**src/rtl/reg_dump.sv**
```systemverilog
// rtl/reg_dump.sv - sequential register file read-out engine streaming tagged words
// Optional checksum beat: define REG_DUMP_CHECKSUM_EN.
module reg_dump #(
  parameter int data_width = 32,
  parameter int addr_width = 4
) (
  input  logic                  clk,
  input  logic                  reset,
  input  logic                  start,
  output logic                  busy,
  output logic                  done,
  output logic [addr_width-1:0] rd_addr,
  input  logic [data_width-1:0] rd_data,
  output logic [data_width-1:0] out_data,
  output logic [addr_width-1:0] out_addr,
  output logic                  out_last,
  output logic                  out_valid,
  input  logic                  out_ready
);

  localparam logic [addr_width-1:0] max_addr = '1;

  typedef enum logic [2:0] {
    IDLE,
    FETCH,
    SEND,
    DONE
`ifdef REG_DUMP_CHECKSUM_EN
    , CSUM
`endif
  } state_t;

  state_t                state;
  logic [addr_width-1:0] counter;
`ifdef REG_DUMP_CHECKSUM_EN
  logic [data_width-1:0] csum;
`endif

  assign rd_addr = counter;

  always_ff @(posedge clk) begin
    if (reset) begin
      state     <= IDLE;
      counter   <= '0;
      busy      <= 1'b0;
      done      <= 1'b0;
      out_valid <= 1'b0;
      out_last  <= 1'b0;
      out_data  <= '0;
      out_addr  <= '0;
`ifdef REG_DUMP_CHECKSUM_EN
      csum      <= '0;
`endif
    end else begin
      case (state)
        IDLE: begin
          done <= 1'b0;
          if (start) begin
            counter <= '0;
            busy    <= 1'b1;
            state   <= FETCH;
`ifdef REG_DUMP_CHECKSUM_EN
            csum    <= '0;
`endif
          end
        end
        FETCH: begin
          out_data  <= rd_data;
          out_addr  <= counter;
          out_valid <= 1'b1;
`ifdef REG_DUMP_CHECKSUM_EN
          out_last  <= 1'b0;
          csum      <= csum ^ rd_data;
`else
          out_last  <= (counter == max_addr);
`endif
          state     <= SEND;
        end
        SEND: begin
          if (out_ready) begin
            out_valid <= 1'b0;
            if (counter == max_addr) begin
`ifdef REG_DUMP_CHECKSUM_EN
              // Checksum beat is presented straight away; csum already holds the final word.
              out_data  <= csum;
              out_addr  <= '0;
              out_last  <= 1'b1;
              out_valid <= 1'b1;
              state     <= CSUM;
`else
              done      <= 1'b1;
              state     <= DONE;
`endif
            end else begin
              counter <= counter + 1'b1;
              state   <= FETCH;
            end
          end
        end
`ifdef REG_DUMP_CHECKSUM_EN
        CSUM: begin
          if (out_ready) begin
            out_valid <= 1'b0;
            done      <= 1'b1;
            state     <= DONE;
          end
        end
`endif
        DONE: begin
          done  <= 1'b0;
          busy  <= 1'b0;
          state <= IDLE;
        end
        default: state <= IDLE;
      endcase
    end
  end

endmodule

```
**config.mk**
```make
export PLATFORM = sky130hd
export DESIGN_NAME = reg_dump
export DESIGN_NICKNAME = d
export VERILOG_FILES = /design/src/rtl/reg_dump.sv
export SDC_FILE = /design/constraint.sdc
export NUM_CORES = 1
export LEC_CHECK = 0
export CAP_MARGIN = 25
export CORE_MARGIN = 2
export CORE_UTILIZATION = 46
export CTS_BUF_LIST = sky130_fd_sc_hd__clkbuf_4 sky130_fd_sc_hd__clkbuf_8
export DETAILED_ROUTE_END_ITERATION = 6
export GPL_TIMING_DRIVEN = 0
export MAX_ROUTING_LAYER = met4
export PLACE_DENSITY = 0.85
export SETUP_SLACK_MARGIN = 0.2
export SKIP_LAST_GASP = 1
export SYNTH_ARGS = -nofsm -noshare
export SYNTH_HDL_FRONTEND = slang
export SYNTH_SLANG_ARGS = --single-unit
```
**constraint.sdc**
```tcl
create_clock -name clk -period 4.1 [get_ports clk]
set_input_delay 0.41 -clock clk [delete_from_list [all_inputs] [get_ports clk]]
set_output_delay 0.41 -clock clk [all_outputs]
set_load 0.01 [all_outputs]
```
==> impl_results.md, run 1 <==
* Drt pass-1 iters at 4
* Initial Utilization at 0.491
* Endpoints failing hold at 0
* Crit. Startpoint: rd_addr[3]$_SDFFE_PP0P_
* CP max-delay cell: clkdlybuf4s50_1
* Final setup violation count at 0
* Clock net sink count at 46
* CTS clk-pin slew, worst paths at 0.08 ns
* Initial antenna violation count at 0
* Global routing's busiest layer: met2
* Htree depth at 2
* Number of flops mapped to enable cells by yosys at 0
* Largest net degree at the start of global routing at 15
* CTS Hold Bufs at 0
* Worst Tran Pin Value at 0.454 ns
* Peak VDD IR at 0.227 mV
* Slew headroom at 0.698
* Pre-CTS WS at 2.40 ns
* Post-Syn Nets at 224
* Crit start category: flip-flop
* Routed WL per cell at ~13 um
* CTS Buffer Depth at 2
* Tcrit/Tclk final at 0.424
* Area contributors post-synth: dfxtp_1 (50%), mux2i_1 (21%), nor2_1 (7.8%)
* Grt met2 use at 0.304
* DR vias at 1566
* P_leak at 0.00105 uW
* Die Width at 67.2 um
* Synth unique cells at 25
* Number of gates resized after cts at 0
* First-pass GRT wire length at around 6600 um
* HP Start: done$_SDFFE_PP0P_
* Die Y at 67.2 um
* PnR worst setup slack at 2.36 ns
* HPWL Detailed at 3020 um
* Setup tns final at 0 ns
* Synth cell count leaders: dfxtp_1 (46), mux2i_1 (38), nor2_1 (38), inv_1 (7), ha_1 (6)
* Synth async-reset ratio at 0
* CP cell instances: clkdlybuf4s50_1
* Clock buffer count from CTS at 5
* Setup CP Type: flip-flop to primary output
* CP max stage delay at 0.58 ns
* Cell with the most instances after synthesis: dfxtp_1
* Number of max-cap violations at 0
* Final hold slack at 0.462 ns
* Die area at around 0.0045 sq mm
* Finished Cell Area at between 0.002 and 0.003 sq mm
* M1 GR Usage at 0.246
* CTS root buffer: clkbuf_8
* Outcome: finished clean
* Launching point of the worst reg2reg path: state[0]$_SDFFE_PP0P_
* Skew final at 0.00345 ns
* Yosys top cell by area: dfxtp_1
* Core ar. at 0.00374 sq mm
* Count of input and output buffers at 78
* CP endpoint kind: primary output
* Vias in the first global route at ~1500
* Worst Path Max Fanout at 7
* Worst min-delay path class: flip-flop to flip-flop
* Post-CTS setup buffers at 0
* Number of synthesized register bits at 46
* Antenna viol nets, final at 0
* Placed Area at 0.00268 sq mm
* Synth Instances at 182
* Remaining DRCs at 0
* CTS tree: built
* Routed WL at 4030 um
* Area grow syn2layout at 51.9%
* Diode count at 0
* Nets@finish at 309
* Vias per cell at 4.96
* Sequential element share of the synthesized area at 0.501
* Row count at 22
* Top delay family on crit path: buffers and inverters
* Routability cong. at 0.844
* Global Route Usage Sum at 0.196
* Slew Viols, Final at 0
* Ys flop type: dfxtp_1
* Pwr/cell area at between 300 and 400 mW/mm^2
* Post-Syn Area at between 0.0015 and 0.002 sq mm
* WP data arrival at between 1 and 1.5 ns
* Synth Area per Inst at 10.1 sq um
* Gr ovfl total at 0
* Peak Freq at 575 MHz
* Required time of the critical path at between 3 and 4 ns
* Power after layout at 1030 uW
* DR iter-0 viols at 77
* I/O pin count at 80
* Period minus WS final at 1.74 ns
* Share of cells above drive strength 1 at 0.0597
* Buf/Inv on CP at 1
* Worst-skew pair later-pin latency at ~0.29 ns
* GR met3 Demand/Resource at 0.0667
* YS warnings at 0
* RSZ-0062 raised after global routing: false
* Post-synth top area share at 0.501
==> worst paths after layout <==
kind | to | slack [ns] | cells past startpoint
setup / recovery | rd_addr[3] | 2.36 | 1
hold / removal | done$_SDFFE_PP0P_ | 0.46 | 2
setup reg to reg | rd_addr[0]$_SDFFE_PP0P_ | 2.45 | 5
hold reg to reg | done$_SDFFE_PP0P_ | 0.46 | 2
==> power by group <==
| part | switching (uW) | internal (uW) | total [uW] |
|---|---|---|---|
| clock | 141 | 188 | 330 |
| sequential | 15.9 | 476 | 491 |
| combinational | 90.2 | 122 | 212 |
==> per-stage QoR <==
stage | instances | util
floorplan | 182 | -
CTS | 316 | 0.746
global placement | 308 | 0.716
detailed placement | 308 | 0.716
finish | 316 | 0.746
global route | 316 | 0.746
==> sequential cells by signal (all words and copies together), names as in the netlist <==
| register | count |
|---|---|
| out_data | 32 |
| busy | 1 |
| out_last | 1 |
| state | 2 |
| out_valid | 1 |
| done | 1 |
| rd_addr | 4 |
| out_addr | 4 |
==> per-layer routing <==
| layer | share of wire | vias to the layer above |
|---|---|---|
| met5 | 0 | - |
| met4 | 0.0074 | 0 |
| met3 | 0.071 | 4 |
| met2 | 0.45 | 57 |
| met1 | 0.47 | 708 |
| li1 | - | 797 |
==> placed cells by master, fill, tap and decap left out, drive strengths merged, types with 2 or more instances in the layout <==
cell type / count
dfxtp: 46
buf: 5
a21oi: 3
nand3: 4
o31a: 2
clkdlybuf4s50: 78
ha: 6
nor2: 38
o31ai: 3
mux2i: 38
o21ai: 3
a211oi: 4
inv: 7
nand4: 3
nand2: 3
o311ai: 2
nor2b: 2
clkbuf: 11
nand2b: 3
==> cell type report <==
| type | instances | area (sq um) |
|---|---|---|
| Sequential cell | 46 | 921 |
| Tap cell | 48 | 60.1 |
| Buffer | 10 | 48.8 |
| Clock inverter | 2 | 37.5 |
| Timing Repair Buffer | 78 | 781 |
| Inverter | 7 | 26.3 |
| Fill cell | 305 | 950 |
| Multi-Input combinational cell | 119 | 843 |
| Clock buffer | 6 | 76.3 |
==> kinds of logic after synthesis <==
family	synth area share
compound gates	0.0741
fa+ha+maj	0.0408
buf+inv	0.0408
flops	0.501
mux	0.213
simple gates	0.131
No activity file was read; power rests on OpenSTA's default activity.
==> inputs of run 2 (changes only) <==
Settings changed: CORE_UTILIZATION 46 to 39, PLACE_DENSITY 0.85 to 0.77.
Clock period 4.1 ns to 1.5 ns, I/O delays scaled along.
==> impl_results.md, run 2 (synthesis results as in run 1) <==
* Count of input and output buffers at 78 (unchanged)
* Share of cells above drive strength 1 at 0.194 (+0.135)
* Clock buffer count from CTS at 5 (unchanged)
* Antenna viol nets, final at 0 (unchanged)
* CTS tree: built
* M1 GR Usage at 0.216 (-0.0300)
* Launching point of the worst reg2reg path: state[0]$_SDFFE_PP0P_
* Number of max-cap violations at 0 (unchanged)
* Reg2Reg Setup Slack at 0.12 ns (-2.33 ns)
* Worst-skew pair later-pin latency at 0.30 ns (about the same)
* Peak VDD IR at 0.490 mV (+120%)
* Finished Cell Area at 0.00307 sq mm (+9.9%)
* Vias in the first global route at 1668 (+9.1%)
* Outcome: finished clean
* Slew headroom at 0.682 (-0.0154)
* Global Route Usage Sum at 0.180 (-0.0154)
* First-pass GRT wire length at 7340 um (+12%)
* DR iter-0 viols at 94 (+22%)
* Routed WL at 4690 um (+16%)
* Setup tns final at 0 ns (unchanged)
* Vias per cell at 5.09 (+2.8%)
* Crit. Startpoint: state[0]$_SDFFE_PP0P_
* CTS clk-pin slew, worst paths at 0.08 ns (about the same)
* Largest register FFs at 32 (unchanged)
* Reg-to-Reg End: rd_addr[2]$_SDFFE_PP0P_
* Sequential share of power at 0.481 (+0.005)
* DR vias at 1681 (+7.3%)
* Global routing's busiest layer: met2
* Top reg by flops: out_data
* Switching Fraction at 0.270 (+0.0304)
* Largest net degree at the start of global routing at 14 (-1)
* Htree depth at 2 (unchanged)
* CP endpoint kind: flip-flop
* HP Start: reset
* Peak Freq at 726 MHz
* Core ar. at 0.00444 sq mm (+19%)
* Setup CP Type: flip-flop to flip-flop
* CTS Buffer Depth at 2 (unchanged)
* Commonest non-fill, non-tap cell in the layout: dlygate4sd2_1
* GR met3 Demand/Resource at 0.0539 (-0.0128)
* Crit start category: flip-flop
* Die Y at 72.7 um (+8.1%)
* Combinational share of power at 0.257 (+0.052)
* Hold-critical path endpoint: out_valid$_SDFFE_PP0P_
* WP data arrival at 1.60 ns (+0.27 ns)
* R2r worst-path depth at 5 (unchanged)
* Period minus WS final at 1.38 ns
* Skew final at 0.00795 ns (+0.00451 ns)
* Initial Utilization at 0.414 (-0.0775)
* Initial antenna violation count at 0 (unchanged)
* Clock net sink count at 46 (unchanged)
* Hold path depth at 2 (unchanged)
* Required time of the critical path at 1.72 ns (-1.97 ns)
* Area grow syn2layout at 66.9%
* Gr ovfl total at 0 (unchanged)
* Routability cong. at 0.761 (-9.8%)
* Worst Path Max Fanout at 5 (-2)
* Die area at 0.00528 sq mm (+17%)
* P_leak at 0.00133 uW (+27%)
* Die Width at 72.7 um (+8.1%)
* Routed WL per cell at 14.2 um (+11%)
* Placed Area at 0.00272 sq mm (+1.3%)
* CTS Hold Bufs at 0 (unchanged)
* Row count at 24 (+9.1%)
* Drt pass-1 iters at 4 (unchanged)
* Pre-CTS WS at 0.0246 ns (-2.37 ns)
* Worst Tran Pin Value at 0.477 ns (+0.0231 ns)
* Diode count at 0 (unchanged)
* Clock share of power at 0.262 (-0.057)
* Pwr/cell area at 912 mW/mm^2 (+150%)
* Slew Viols, Final at 0 (unchanged)
* RSZ-0062 raised after global routing: true
* Endpoints failing hold at 0 (unchanged)
* PnR worst setup slack at 0.122 ns (-2.24 ns)
* Final setup violation count at 0 (unchanged)
* Nets@finish at 320 (+3.6%)
* Tcrit/Tclk final at 0.919
* Most frequent cells in the layout: dlygate4sd2_1 (44), dfxtp_1 (40), nor2_1 (36), mux2i_1 (36), clkdlybuf4s50_1 (34)
* I/O pin count at 80 (unchanged)
* Pint at 2040 uW (+160%)
* Worst min-delay path class: input port to flip-flop
* Psw at 756 uW (+210%)
* Grt met2 use at 0.287 (-0.0176)
* Remaining DRCs at 0 (unchanged)
* HPWL Detailed at 3000 um (-0.52%)
* CTS root buffer: clkbuf_8
-- run 2: final cells by class --
class / count / area [sq um]
clock buffer: 6 / 76.3
fill: 351 / 1370
timing repair buffer: 89 / 840
clock inverter: 1 / 7.51
buffer: 10 / 100
tap: 52 / 65.1
multi-input combinational: 119 / 1010
inverter: 7 / 36.3
sequential: 46 / 936
-- run 2: metrics by stage --
| stage | total power [uW] | cells | hold WS [ns] | util |
|---|---|---|---|---|
| 2_1_floorplan | 1680 | 182 | 0.297 | - |
| 3_5_place_dp | 1970 | 312 | 0.466 | 0.611 |
| 6_report | 2800 | 330 | 0.278 | 0.691 |
| 5_1_grt | 2940 | 330 | 0.305 | 0.691 |
| 3_3_place_gp | 1960 | 312 | 0.459 | 0.611 |
| 4_1_cts | 2770 | 327 | 0.282 | 0.666 |
-- run 2: worst max-delay path, stage by stage (launching register included) --
cell      delay (ns)
dfxtp_4         0.41
inv_8           0.05
ha_4            0.17
mux2i_4         0.23
o31a_1          0.28
a211oi_2        0.15
-- run 2: routing by layer --
layer  vias up  part of all wire  wire (um)
met1       792              0.45       2120
met3         9             0.058        273
met2        69              0.48       2230
met4         0             0.015         68
met5         -                 0          0
li1        811                 -          -
-- run 2: power by group through the flow --
stage          registers, uW  logic (uW)  clock network (uW)
2_1_floorplan           1400         278                   0
3_3_place_gp            1370         595                   0
3_5_place_dp            1370         601                   0
4_1_cts                 1340         669                 755
5_1_grt                 1360         772                 807
6_report                1350         720                 734
-- run 2: how the worst max path moves through the flow --
stage,end,slack (ns),cells after the start
floorplan,rd_addr[1]$_SDFFE_PP0P_,0.18,5
global placement,out_data[5]$_SDFFE_PP0P_,0.07,6
detailed placement,out_data[30]$_SDFFE_PP0P_,0.02,7
CTS,rd_addr[1]$_SDFFE_PP0P_,0.18,5
global route,rd_addr[2]$_SDFFE_PP0P_,0.08,5
finish,rd_addr[2]$_SDFFE_PP0P_,0.12,5
-- run 2: what timing repair did --
item,4_1_cts,5_1_grt
buffers inserted,7,3
endpoints found under the setup margin,83,35
gates resized for setup,79,21
pin swaps,7,7
gates cloned,1,0
==> inputs of run 3 (changes only) <==
Settings changed: ABC_AREA from default to 1.
==> impl_results.md, run 3 <==
* Outcome: finished clean
* Synth async-reset ratio at 0 (unchanged)
* RSZ-0062 raised after global routing: true
* Switching Fraction at 0.389 (+0.119)
* Antenna viol nets, final at 0 (unchanged)
* Finished Layout Cells at 377 (+14%)
* HPWL Detailed at 3350 um (+11%)
* Peak VDD IR at 0.962 mV (+96%)
* P_leak at 0.00141 uW (+6.2%)
* CP max-delay cell: dfxtp_4
* Clock buffer count from CTS at 5 (unchanged)
* Number of synthesized register bits at 46 (unchanged)
* CTS Buffer Depth at 2 (unchanged)
* Initial Utilization at 0.408 (-0.00569)
* Sequential share of power at 0.373 (-0.108)
* Synth unique cells at 22 (-12%)
* Synth Area per Inst at 7.67 sq um (-24%)
* Crit start category: flip-flop
* Gr ovfl total at 0 (unchanged)
* Required time of the critical path at 1.68 ns (-0.04 ns)
* Vias in the first global route at 1749 (+4.9%)
* Endpoints failing hold at 0 (unchanged)
* Power after layout at 5190 uW (+85%)
* Top delay family on crit path: flip-flops
* Yosys top cell by area: dfxtp_1
* WP data arrival at 1.56 ns (-0.04 ns)
* Final core utilization at 0.655 (-0.0358)
* Routed WL at 4990 um (+6.5%)
* DR vias at 1834 (+9.1%)
* Skew final at 0.00237 ns (-0.00558 ns)
* Mux contribution to synthesized area at 0 (-0.213)
* Post-synth top area share at 0.511 (+0.0104)
* Initial antenna violation count at 0 (unchanged)
* Die area at 0.00518 sq mm (-1.9%)
* CP max stage delay at 0.38 ns (-0.03 ns)
* Core ar. at 0.00441 sq mm (-0.68%)
* Commonest non-fill, non-tap cell in the layout: nor2_1
* Die Y at 72.0 um (-0.97%)
* Pre-CTS WS at -0.165 ns (-0.190 ns)
* Htree depth at 2 (unchanged)
* Cell with the most instances after synthesis: nor2_1
* Combinational share of power at 0.474 (+0.217)
* Largest net degree at the start of global routing at 14 (unchanged)
* Peak Freq at 722 MHz (-0.46%)
* CP endpoint kind: flip-flop
* CTS clk-pin slew, worst paths at 0.08 ns (about the same)
* Fillers at 412 (+17%)
* Setup CP Type: flip-flop to flip-flop
* Largest register FFs at 32 (unchanged)
* Post-synthesis adder-cell area fraction at 0.0417 (+0.000850)
* Sequential element share of the synthesized area at 0.511 (+0.0104)
* Final hold slack at 0.430 ns (+0.152 ns)
* Die Width at 72.0 um (-0.97%)
* Share of cells above drive strength 1 at 0.151 (-0.0435)
* Area grow syn2layout at 60.5%
* Number of max-cap violations at 0 (unchanged)
* Slew headroom at 0.805 (+0.123)
* Period minus WS final at 1.38 ns (+0.00635 ns)
* CTS root buffer: clkbuf_8
* I/O pin count at 80 (unchanged)
* Clock net sink count at 46 (unchanged)
* Synth Area in XOR/XNOR at 0 (unchanged)
* Count of input and output buffers at 79 (+1.3%)
* Pwr/cell area at 1790 mW/mm^2 (+97%)
* Post-Syn Nets at 277 (+24%)
* Largest family of logic cells by synthesized area: simple AND/OR/NAND/NOR gates
* Global Route Usage Sum at 0.200 (+0.0197)
* Slew Viols, Final at 0 (unchanged)
* Synth Instances at 235 (+29%)
* Area contributors post-synth: dfxtp_1 (51%), nor2_1 (14%), o21ai_0 (11%)
* Drt pass-1 iters at 4 (unchanged)
* CTS Hold Bufs at 0 (unchanged)
* Nets@finish at 366 (+14%)
* Routability cong. at 0.790 (+3.9%)
* Dpl cells at 366 (+17%)
* Clock share of power at 0.153 (-0.109)
* Diode count at 0 (unchanged)
* Most frequent cells in the layout: nor2_1 (68), dlygate4sd2_1 (44), dfxtp_1 (40)
* Worst-skew pair later-pin latency at 0.30 ns (about the same)
* Synth Area in Simple Gates at 0.235 (+0.105)
* Worst Path Max Fanout at 6 (+1)
* Remaining DRCs at 0 (unchanged)
* Post-Syn Area at 0.00180 sq mm (-2.0%)
* CTS tree: built
* Ys flop type: dfxtp_1
* DR iter-0 viols at 166 (+77%)
* Worst min-delay path class: input port to flip-flop
* YS warnings at 0 (unchanged)
* Vias per cell at 4.86 (-4.5%)
* Number of flops mapped to enable cells by yosys at 0 (unchanged)
* Top reg by flops: out_data
* Routed WL per cell at 13.2 um (-6.7%)
* Final setup violation count at 0 (unchanged)
* PnR worst setup slack at 0.115 ns (-0.00635 ns)
* Tcrit/Tclk final at 0.923 (+0.00423)
* Pint at 3170 uW (+55%)
* Worst Tran Pin Value at 0.289 ns (-0.187 ns)
* First-pass GRT wire length at 7890 um (+7.5%)
* Synth cell count leaders: nor2_1 (68), dfxtp_1 (46), o21ai_0 (40), nand2_1 (19), inv_1 (14)
* CP cell instances: inv_6 > ha_4 > inv_4 > nand2_4 > nand3_4 > o21ai_0 > a21oi_1
* Row count at 24 (unchanged)
* Synth Area in Compound Gates at 0.151 (+0.0772)
* Buf/Inv on CP at 2 (+1)
* Psw at 2020 uW (+170%)
## run 3: changes by cell type in the layout (fill, tap and decap cells not counted), sizes merged, moves of 3 or more
cell	before	now
o31ai	3	0
a21oi	3	10
buf	16	8
inv	7	16
o21ai	3	40
a211oi	4	1
nand2	3	20
nor2	38	73
nand2b	3	0
mux2i	38	0
## run 3: repair_timing
action,CTS,global route
pin swaps,3,6
gates resized for setup,76,28
hold endpoints to repair,0,0
endpoints found under the setup margin,89,29
setup buffers,1,2
## run 3: final timing paths
| check | start | endpoint | slack, ns | cells past startpoint |
|---|---|---|---|---|
| max | state[0]$_SDFFE_PP0P_ | rd_addr[1]$_SDFFE_PP0P_ | 0.12 | 7 |
| min | rd_data[18] | out_data[18]$_SDFFE_PP0P_ | 0.43 | 3 |
| max reg2reg | state[0]$_SDFFE_PP0P_ | rd_addr[1]$_SDFFE_PP0P_ | 0.12 | 7 |
| min reg2reg | out_valid$_SDFFE_PP0P_ | out_valid$_SDFFE_PP0P_ | 0.47 | 2 |
## run 3: final cells by class
type / count / area, sq um / area share
buffer: 11 / 75.1 / 0.0260
clock buffer: 7 / 90.1 / 0.0312
timing repair buffer: 82 / 758 / 0.262
sequential: 46 / 933 / 0.323
inverter: 16 / 72.6 / 0.0251
tap: 52 / 65.1 / 0.0225
multi-input combinational: 162 / 892 / 0.309
clock inverter: 1 / 5.00 / 0.00173
## run 3: cell families (layout without fill, tap and decap cells)
group | after synthesis | count (layout)
AO/OA/AOI/OAI | 53 | 53
adder cells (fa/ha/maj) | 6 | 6
buffers and inverters | 27 | 117
flip-flops | 46 | 46
AND/OR/NAND/NOR | 103 | 103
## run 3: per-stage QoR
| step | instance area (sq um) | setup TNS, ns |
|---|---|---|
| after floorplan | 1800 | 0 |
| after global routing | 2890 | 0 |
| final | 2890 | 0 |
| after CTS | 2810 | 0 |
| after global placement | 2660 | -2.14 |
| after detailed placement | 2660 | -3.36 |
## run 3: tightest hold or removal path: stages
cell,delay [ns]
clkdlybuf4s50_1,0.39
nor2_1,0.10
nor2_1,0.05
## run 3: power groups by stage
stage / sequential, uW / combinational, uW / clock, uW
2_1_floorplan: 2090 / 962 / 0
3_3_place_gp: 1910 / 2290 / 0
3_5_place_dp: 1930 / 2330 / 0
4_1_cts: 1920 / 2280 / 811
5_1_grt: 1990 / 2710 / 861
6_report: 1940 / 2460 / 793
## run 3: metal layers
metal | track usage | vias up | wire [um]
met1 | 0.243 | 820 | 2110
met4 | 0.0860 | 0 | 99
met5 | - | - | 0
met3 | 0.0486 | 12 | 331
met2 | 0.317 | 70 | 2450
li1 | - | 932 | -
